File: src/rtl/kitchen_timer_pkg.sv
// Shared types and helpers for the kitchen-timer control slice:
// state encoding, BCD set-point limits and the BCD increment helper.
package kitchen_timer_pkg;

  localparam logic [2:0] S_IDLE  = 3'd0;
  localparam logic [2:0] S_SET   = 3'd1;
  localparam logic [2:0] S_RUN   = 3'd2;
  localparam logic [2:0] S_PAUSE = 3'd3;
  localparam logic [2:0] S_ALARM = 3'd4;

  typedef enum logic [2:0] {
    ST_IDLE  = S_IDLE,
    ST_SET   = S_SET,
    ST_RUN   = S_RUN,
    ST_PAUSE = S_PAUSE,
    ST_ALARM = S_ALARM
  } state_e;

  localparam logic [7:0] SEC_MAX = 8'h59;
  localparam logic [7:0] MIN_MAX = 8'h99;

  // Two-digit BCD increment; the value at the limit wraps to 00 so a field
  // never carries into its neighbour.
  function automatic logic [7:0] bcd_inc(input logic [7:0] val, input logic [7:0] limit);
    logic [7:0] res;
    if (val == limit) begin
      res = 8'h00;
    end else if (val[3:0] == 4'd9) begin
      res = {val[7:4] + 4'd1, 4'd0};
    end else begin
      res = {val[7:4], val[3:0] + 4'd1};
    end
    return res;
  endfunction

endpackage

File: src/rtl/tick_prescaler.sv
// Divides CLK down to the countdown tick. The counter holds when en is low,
// clr restarts it from zero and wins over en. tick flags the last count of
// an enabled cycle so the owner can register it as a one-cycle strobe.
module tick_prescaler #(
  parameter int TICK_DIV = 100_000_000
) (
  input  logic CLK,
  input  logic reset,
  input  logic en,
  input  logic clr,
  output logic tick
);

  localparam int CW = (TICK_DIV > 1) ? $clog2(TICK_DIV) : 1;
  localparam logic [CW-1:0] LAST = CW'(TICK_DIV - 1);

  logic [CW-1:0] cnt_q;
  logic [CW-1:0] cnt_d;

  // Next count: restart on clr, advance and wrap when enabled, else hold.
  always_comb begin
    cnt_d = cnt_q;
    if (clr) begin
      cnt_d = '0;
    end else if (en) begin
      cnt_d = (cnt_q == LAST) ? '0 : cnt_q + 1'b1;
    end
  end

  // Counter register with synchronous reset.
  always_ff @(posedge CLK) begin
    if (reset) begin
      cnt_q <= '0;
    end else begin
      cnt_q <= cnt_d;
    end
  end

  assign tick = en && !clr && (cnt_q == LAST);

endmodule

File: src/rtl/kitchen_timer_ctrl.sv
// Kitchen-timer control FSM: owns the mm:ss BCD set-point, loads it into the
// countdown datapath, gates the decrement strobe, handles pause/resume and
// holds the alarm for a bounded number of ticks.
module kitchen_timer_ctrl
  import kitchen_timer_pkg::*;
#(
  parameter int TICK_DIV    = 100_000_000,
  parameter int ALARM_TICKS = 10
) (
  input  logic       CLK,
  input  logic       reset,
  input  logic       btn_start,
  input  logic       btn_min,
  input  logic       btn_sec,
  input  logic       cnt_zero,
  output logic       load,
  output logic [7:0] set_min,
  output logic [7:0] set_sec,
  output logic       tick_en,
  output logic       running,
  output logic       paused,
  output logic       alarm
);

  localparam int AW = (ALARM_TICKS > 1) ? $clog2(ALARM_TICKS) : 1;
  localparam logic [AW-1:0] ALARM_LAST = AW'(ALARM_TICKS - 1);

  state_e        state_q, state_d;
  logic [7:0]    set_min_q, set_min_d;
  logic [7:0]    set_sec_q, set_sec_d;
  logic [AW-1:0] alarm_cnt_q, alarm_cnt_d;
  logic          load_q, load_d;
  logic          tick_en_q, tick_en_d;
  logic          running_q, paused_q, alarm_q;
  logic          pre_en, pre_clr, pre_tick;
  logic          set_nonzero, zero_seen, start_ok;

  assign set_nonzero = (set_min_q != 8'h00) || (set_sec_q != 8'h00);
  // The load cycle still shows the datapath's old value, so 00:00 is ignored there.
  assign zero_seen   = cnt_zero && !load_q;
  assign start_ok    = btn_start && set_nonzero;

  // Prescaler control: restart on load or alarm entry, count while RUN
  // persists, free-run in ALARM, freeze everywhere else.
  always_comb begin
    pre_en  = 1'b0;
    pre_clr = 1'b0;
    unique case (state_q)
      ST_IDLE, ST_SET: pre_clr = start_ok;
      ST_RUN: begin
        pre_clr = zero_seen;
        pre_en  = !zero_seen && !btn_start;
      end
      ST_ALARM: pre_en = 1'b1;
      default: ;
    endcase
  end

  tick_prescaler #(.TICK_DIV(TICK_DIV)) u_prescaler (
    .CLK   (CLK),
    .reset (reset),
    .en    (pre_en),
    .clr   (pre_clr),
    .tick  (pre_tick)
  );

  // Next state, set-point edits, alarm counter and output pulses.
  always_comb begin
    state_d     = state_q;
    set_min_d   = set_min_q;
    set_sec_d   = set_sec_q;
    alarm_cnt_d = alarm_cnt_q;
    load_d      = 1'b0;
    tick_en_d   = 1'b0;
    unique case (state_q)
      ST_IDLE, ST_SET: begin
        if (start_ok) begin
          state_d = ST_RUN;
          load_d  = 1'b1;
        end else if (btn_min || btn_sec) begin
          state_d = ST_SET;
          if (btn_min) set_min_d = bcd_inc(set_min_q, MIN_MAX);
          if (btn_sec) set_sec_d = bcd_inc(set_sec_q, SEC_MAX);
        end
      end
      ST_RUN: begin
        tick_en_d = pre_tick;
        if (zero_seen) begin
          state_d     = ST_ALARM;
          alarm_cnt_d = '0;
        end else if (btn_start) begin
          state_d = ST_PAUSE;
        end
      end
      ST_PAUSE: begin
        if (btn_start) state_d = ST_RUN;
      end
      ST_ALARM: begin
        if (btn_start || btn_min || btn_sec) begin
          state_d = ST_IDLE;
        end else if (pre_tick) begin
          if (alarm_cnt_q == ALARM_LAST) begin
            state_d = ST_IDLE;
          end else begin
            alarm_cnt_d = alarm_cnt_q + 1'b1;
          end
        end
      end
      default: state_d = ST_IDLE;
    endcase
  end

  // State, set-point and registered outputs; reset clears everything.
  always_ff @(posedge CLK) begin
    if (reset) begin
      state_q     <= ST_IDLE;
      set_min_q   <= 8'h00;
      set_sec_q   <= 8'h00;
      alarm_cnt_q <= '0;
      load_q      <= 1'b0;
      tick_en_q   <= 1'b0;
      running_q   <= 1'b0;
      paused_q    <= 1'b0;
      alarm_q     <= 1'b0;
    end else begin
      state_q     <= state_d;
      set_min_q   <= set_min_d;
      set_sec_q   <= set_sec_d;
      alarm_cnt_q <= alarm_cnt_d;
      load_q      <= load_d;
      tick_en_q   <= tick_en_d;
      running_q   <= (state_d == ST_RUN);
      paused_q    <= (state_d == ST_PAUSE);
      alarm_q     <= (state_d == ST_ALARM);
    end
  end

  assign load    = load_q;
  assign set_min = set_min_q;
  assign set_sec = set_sec_q;
  assign tick_en = tick_en_q;
  assign running = running_q;
  assign paused  = paused_q;
  assign alarm   = alarm_q;

endmodule
File: config.mk
export PLATFORM = sky130hd
export DESIGN_NAME = kitchen_timer_ctrl
export DESIGN_NICKNAME = d
export VERILOG_FILES = /design/src/rtl/kitchen_timer_pkg.sv /design/src/rtl/tick_prescaler.sv /design/src/rtl/kitchen_timer_ctrl.sv
export SDC_FILE = /design/constraint.sdc
export NUM_CORES = 1
export LEC_CHECK = 0
export ABC_CLOCK_PERIOD_IN_PS = 2600
export BUFFER_PORTS_ARGS = -buffer_cell sky130_fd_sc_hd__buf_2
export CORE_MARGIN = 2
export CORE_UTILIZATION = 55
export DETAILED_ROUTE_END_ITERATION = 16
export HOLD_SLACK_MARGIN = 0.08
export PLACE_DENSITY = 0.82
export SKIP_LAST_GASP = 1
export SLEW_MARGIN = 10
export SYNTH_ARGS = -nofsm -noshare
export SYNTH_HDL_FRONTEND = slang
export SYNTH_SLANG_ARGS = --single-unit
File: constraint.sdc
create_clock -name CLK -period 2.6 [get_ports CLK]
set_input_delay 0.52 -clock CLK [delete_from_list [all_inputs] [get_ports CLK]]
set_output_delay 0.52 -clock CLK [all_outputs]
set_load 0.05 [all_outputs]
After elaboration in Yosys (flattened, before gate mapping)
Cells that the tools add are included.

storage, ports and cells
  output and inout bits = 21
  input bits = 6
  latch bits = 0
  RAM bits = 0
  memories = 0
  ROM bits = 0
  register bits = 55

cells by class
  shift-type cells = 0
  bitwise gates (word level) = 3
  equality and inequality tests = 17
  mux-type cells = 22
  reduce and logical (&&, ||, !) cells = 28
  $mul = 0
  div/mod/pow operators = 0
  $lt $le $gt $ge = 0
  add/subtract/negate cells = 6

operators with widths
  operator                                                                count
  8-bit two-way mux                                                       4
  27-bit by 1-bit adder with 27-bit output (second input constant)        1
  27-bit equality test (second input constant)                            1
  27-bit two-way mux                                                      1
  3-bit two-way mux                                                       8
  4-bit by 1-bit adder with 4-bit output (second input constant)          5
  4-bit two-way mux                                                       4
  8-bit nonzero test                                                      2
  5-bit AND reduction                                                     3
  3-bit by 2-bit equality test with 1-bit output (second input constant)  4
  4-bit equality test (second input constant)                             3
  3-bit one-hot mux with 4 select lines                                   1
  8-bit by 7-bit equality test with 1-bit output (second input constant)  1
  8-bit equality test (second input constant)                             1
  2-bit inequality test (second input constant)                           4
  4-bit one-hot mux with 2 select lines                                   1
  4-bit AND reduction                                                     2
  2-bit OR reduction                                                      4
  3-bit equality test (second input constant)                             2
  2-bit nonzero test                                                      3
  1-bit logical AND                                                       5
  1-bit zero test                                                         4
  1-bit logical OR                                                        4
  1-bit one-hot mux with 2 select lines                                   2
  4 further kinds                                                         6

Longest topological paths before layout
  word-level depth = 11
  gate-level depth with buffers = 8
  mapped depth without buffers = 7

Hierarchy
From an unflattened synthesis, not the netlist that was laid out.

unflattened totals
  cell total of the unflattened synthesis = 345
  area total of the unflattened synthesis = 3005.4 um^2

modules (own cells, without submodules)
  module              area an instance (um^2)  seq. area each (um^2)  instances  cells each
  kitchen_timer_ctrl  1604.0                   560.5                  1          186
  tick_prescaler      1401.3                   540.5                  1          159

Worst setup path after synthesis
No wires, ideal clock.

  kind = reg2reg
  start point = register load_q, in the netlist load
  end point = register u_prescaler.cnt_q[24]
  library setup time = 70 ps
  path buffers = 1
  setup slack = 382 ps
  stages on the path, launching flop included = 7
  arrival time = 2148 ps
  data required time = 2530 ps
  cell sequence = dfxtp_1 > nand2b_1 > a31oi_4 > or3_4 > buf_6 > or4_1 > a21oi_1

between the ends
  cells in the longest elaborated chain, start to end = 5
  elaborated cells between the ends (all ways) = 7
  classes of those cells = mux (2); reduce/logical (5)

RTL lines
  element                                RTL line                   source
  from (decl)                            kitchen_timer_ctrl.sv:32   logic load_q, load_d;
  from (signal assigned)                 kitchen_timer_ctrl.sv:130  load_q <= load_d;
  1-bit zero test (*)                    kitchen_timer_ctrl.sv:40   assign zero_seen = cnt_zero && !load_q;
  1-bit logical AND (*)                  kitchen_timer_ctrl.sv:40
  1-bit zero test                        kitchen_timer_ctrl.sv:52   pre_en = !zero_seen && !btn_start;
  1-bit logical AND                      kitchen_timer_ctrl.sv:52
  1-bit one-hot mux with 2 select lines  kitchen_timer_ctrl.sv:48   unique case (state_q)
  to (signal assigned)                   tick_prescaler.sv:35       cnt_q <= cnt_d;
  to (decl)                              tick_prescaler.sv:17       logic [CW-1:0] cnt_q;

Mark *: on every way between the ends. The rest lies on a longest branch, timed or not.
A chain may end at the register's enable or synchronous reset.

Worst setup path in the final report
  start point = register set_sec_q[4], in the netlist set_sec[4]
  end point = register set_min_q[1], in the netlist set_min[1]

between the ends
  cells in the longest elaborated chain, start to end = 5

RTL lines
  element                               RTL line                   source
  from (decl)                           kitchen_timer_ctrl.sv:30   logic [7:0] set_sec_q, set_sec_d;
  from (signal assigned)                kitchen_timer_ctrl.sv:128  set_sec_q <= set_sec_d;
  8-bit nonzero test                    kitchen_timer_ctrl.sv:38   assign set_nonzero = (set_min_q != 8'h00) || (set_sec_q != 8'h00);
  1-bit logical OR                      kitchen_timer_ctrl.sv:38
  1-bit logical AND                     kitchen_timer_ctrl.sv:41   assign start_ok = btn_start && set_nonzero;
  1-bit NOT (no source line)            --
  4-bit AND reduction (no source line)  --
  to (signal assigned)                  kitchen_timer_ctrl.sv:127  set_min_q <= set_min_d;
  to (decl)                             kitchen_timer_ctrl.sv:29   logic [7:0] set_min_q, set_min_d;

Every way passes these cells.

==> results_dict.tcl <==
set metrics [dict create \
    synthAdderAreaFrac_pct 6.083 \
    synth_edf_count 0 \
    detail_route.iter0.violations 121 \
    fp.coreArea_um2 5473 \
    min-delay-start "u_prescaler.cnt_q[1]$_SDFFE_PP0P_" \
    cp_slowest_cell "or3b_2" \
    cp_max_fo 9 \
    dieArea_um2 6225 \
    rrSetupSlack_ns 0.32 \
    max-clock-path-buffers 2 \
    routed_via_density 5.936 \
    synth_nets 394 \
    postRouteAntennaNets 0 \
    cts_tree "built" \
    grt_setup_unrepaired "false" \
    p_leak_nw 1.141 \
    hold_class "flop to flop" \
    hpwl_mm 4.809 \
    initial_core_util_pct 56.38 \
    multi_input_comb_area_um2 1843 \
    finalCriticalPeriod_ns 2.282 \
    grt_pass1_wl_mm 11.05 \
    grt_util_all_layers_pct 21.57 \
    drc 0 \
    cts_root_buf "clkbuf_8" \
    rows 27 \
    power.density_nw_per_um2 517.8 \
    htree_levels 2 \
    hold_slack_ns 0.4834 \
    ctsHoldBuffers 0 \
    crit_required_ns 2.84 \
    portBuffers 26 \
    r2r.worst_path.cells 7 \
    syn_to_final_growth_pct 9.408 \
    fin_tns_setup_ns 0 \
    crit_arrival_ns 2.52 \
    ir_drop_uv 348.9 \
    drv_cap 0 \
    timing.rr.end "set_min[1]$_SDFFE_PP0P_" \
    worst_slack_ns 0.3182 \
    cts_resized 0 \
    synth-simple-area-share_pct 34.23 \
    antenna_cells 0 \
    outcome "complete, no violations" \
    skew_ns 0.008799 \
    synth_async_sr_flop_share_pct 0 \
    grt_pass1_vias 2520 \
    grt_overflow_total 0 \
    final_hold_viol_count 0 \
    muxShareOfSynthArea_pct 0.9732 \
    hold_end "u_prescaler.cnt_q[1]$_SDFFE_PP0P_" \
    grt_max_degree 30 \
    setup_viol_count_final 0 \
    synth_top_cell_area_share_pct 35.69 \
    ios 27 \
    cts_buffers 5 \
    timing.rr.start "set_sec[4]$_SDFFE_PP0P_" \
    synth.distinct_cells 57 \
    critical_path_class "flop to flop" \
    synth_compound_area_share_pct 13.91 \
    final_nets 418 \
    synthCells 373 \
    fin_crit_sh_pct 87.76 \
    cts_setup_buffers 0 \
    gp_congestion 0.8288 \
    slowest_delay_ns 0.49 \
    yosysSeqAreaShare_pct 35.69 \
    fmax_ghz 0.4383 \
    dr.pass1.iters 4 \
    hold_depth 2 \
    antenna_found_initial 0 \
    pre_cts_ws_ns 0.3569 \
    seq_area_um2 1101 \
    synth_xor_area_share_pct 4.542 \
    yosysTopAreaCell "dfxtp_1" \
    clock-sinks 55 \
    fillers 501 \
    synth_ff_type "dfxtp_1" \
    synthTopCellsByArea "dfxtp_1 36%, ha_1 6.1%, a21oi_1 4.7%, nor2_1 4.3%, xnor2_1 4.3%" \
    synth_top_family_by_area "simple AND/OR/NAND/NOR gates" \
    clkLatencyLatePin_ns 0.31 \
    drive_gt1_share_pct 13.57 \
    syn-cell-area_um2 3085 \
    relSlewSlack_pct 54.72 \
    path_cells "inv_1, ha_1, nor4b_1, a31oi_1, nand3b_1, or3b_2, a21oi_1" \
    yosysWarnings 0 \
    die_x_um 78.90 \
    ys_ff_latch 55 \
    start_kind "flop" \
    worstMarginPinSlew_ns 0.6761 \
    routedWlPerCell_um 14.10 \
    syn_avg_cell_area_um2 8.272 \
    cts.reportedPaths.clkPinSlew_ns 0.10 \
    setup.worst_path.end_class "flop" \
    drt-total-wl_mm 6.629 \
    via_count 2790 \
    final_max_slew_viol_count 0 \
    fp.dieH_um 78.90 \
]
layer usage:
layer  up-vias  share of wire, %  global-route usage (%)
met5         -                 0                       0
met4         0               1.7                   7.069
met3        14               3.0                   3.182
met2        57                49                   38.38
met1      1319                46                   26.74
li1       1400                 -                       -
layout make-up:
cell class	instances	share of cell area, %
multi-input combinational	285	54.60
clock buffer	7	2.557
tap	72	2.669
inverter	17	1.890
sequential	55	32.62
timing repair buffer	33	5.411
clock inverter	1	0.2595
how the worst max path moves through the flow:
stage	from	to	slack [ns]
floorplan	load$_SDFF_PP0_	u_prescaler.cnt_q[24]$_SDFFE_PP0P_	0.38
global placement	u_prescaler.cnt_q[9]$_SDFFE_PP0P_	alarm_cnt_q[3]$_SDFFE_PP0P_	0.38
detailed placement	set_sec[4]$_SDFFE_PP0P_	set_min[1]$_SDFFE_PP0P_	0.36
CTS	set_sec[4]$_SDFFE_PP0P_	set_min[1]$_SDFFE_PP0P_	0.31
global route	set_sec[4]$_SDFFE_PP0P_	set_min[1]$_SDFFE_PP0P_	0.09
finish	set_sec[4]$_SDFFE_PP0P_	set_min[1]$_SDFFE_PP0P_	0.32
kinds of logic (layout without fill, tap and decap cells):
| group | Yosys count | after routing |
|---|---|---|
| muxes | 3 | 3 |
| adders and majority gates | 15 | 15 |
| buffers and inverters | 33 | 58 |
| xor gates and xnor gates | 16 | 16 |
| DFF | 55 | 55 |
| AOI/OAI and AO/OA | 68 | 68 |
| and+or+nand+nor | 183 | 183 |
worst max-delay path, delay by kind of cell (launching register included):
kind	cells	cell delay [ns]
simple gates	3	1.15
flops	1	0.37
compound gates	2	0.47
fa+ha+maj	1	0.15
buf+inv	1	0.09
registers in the layout (all words and copies together), names as in the netlist, 3 cells and up:
| signal | count |
|---|---|
| u_prescaler.cnt_q | 27 |
| alarm_cnt_q | 4 |
| set_min | 8 |
| set_sec | 8 |
| state_q | 3 |
Yosys cell counts (2+ instances only):
master and number:
o21bai_1 2, nor4_1 8, nand4b_1 4, inv_1 17
and3_1 2, a21oi_1 29, nand2_1 29, xnor2_1 15
a311oi_1 2, or3b_2 5, nand4_1 11, or4b_1 3
a22oi_1 3, o311ai_0 2, and4_1 2, a31oi_1 4
clkbuf_1 11, or2_2 2, nand2b_1 7, buf_4 2
nor2_1 35, nor3_1 14, buf_2 2, o21ai_0 14
nand3_1 23, or4_1 10, dfxtp_1 55, nor2b_1 3
or3_1 7, and3b_1 2, nand3b_1 6, mux2i_1 3
ha_1 15
cells in the final DEF, fill, tap and decap left out, drive strengths merged, types with 2 or more instances in the layout:
cell type  instances
or4               11
inv               17
and4               2
nor2              35
nand4b             4
dfxtp             55
nand3             23
xnor2             15
mux2i              3
or4b               3
ha                15
buf               33
nor2b              3
and3               2
a311oi             2
nand4             11
o21bai             3
nand2b             7
nor3              14
o21ai             14
or3b               5
or3                8
a31oi              5
or2                2
nand3b             6
nand2             29
clkbuf             7
a22oi              3
a21oi             29
nor4               9
o311ai             3
and3b              2
through the flow:
| stage | std cells | area [um^2] | total power [mW] | util, % |
|---|---|---|---|---|
| 5_1_grt | 470 | 3376 | 1.832 | 61.68 |
| 3_3_place_gp | 462 | 3281 | 1.255 | 59.95 |
| 3_5_place_dp | 462 | 3281 | 1.264 | 59.95 |
| 6_report | 470 | 3376 | 1.748 | 61.68 |
| 2_1_floorplan | 373 | 3085 | 1.178 | - |
| 4_1_cts | 470 | 3376 | 1.767 | 61.68 |
power by group:
part | switching (mW) | internal [mW]
clock network | 0.281 | 0.219
logic | 0.221 | 0.110
registers | 0.0463 | 0.871
total | 0.548 | 1.20
Note: power is estimated with default switching activity, not from simulation.
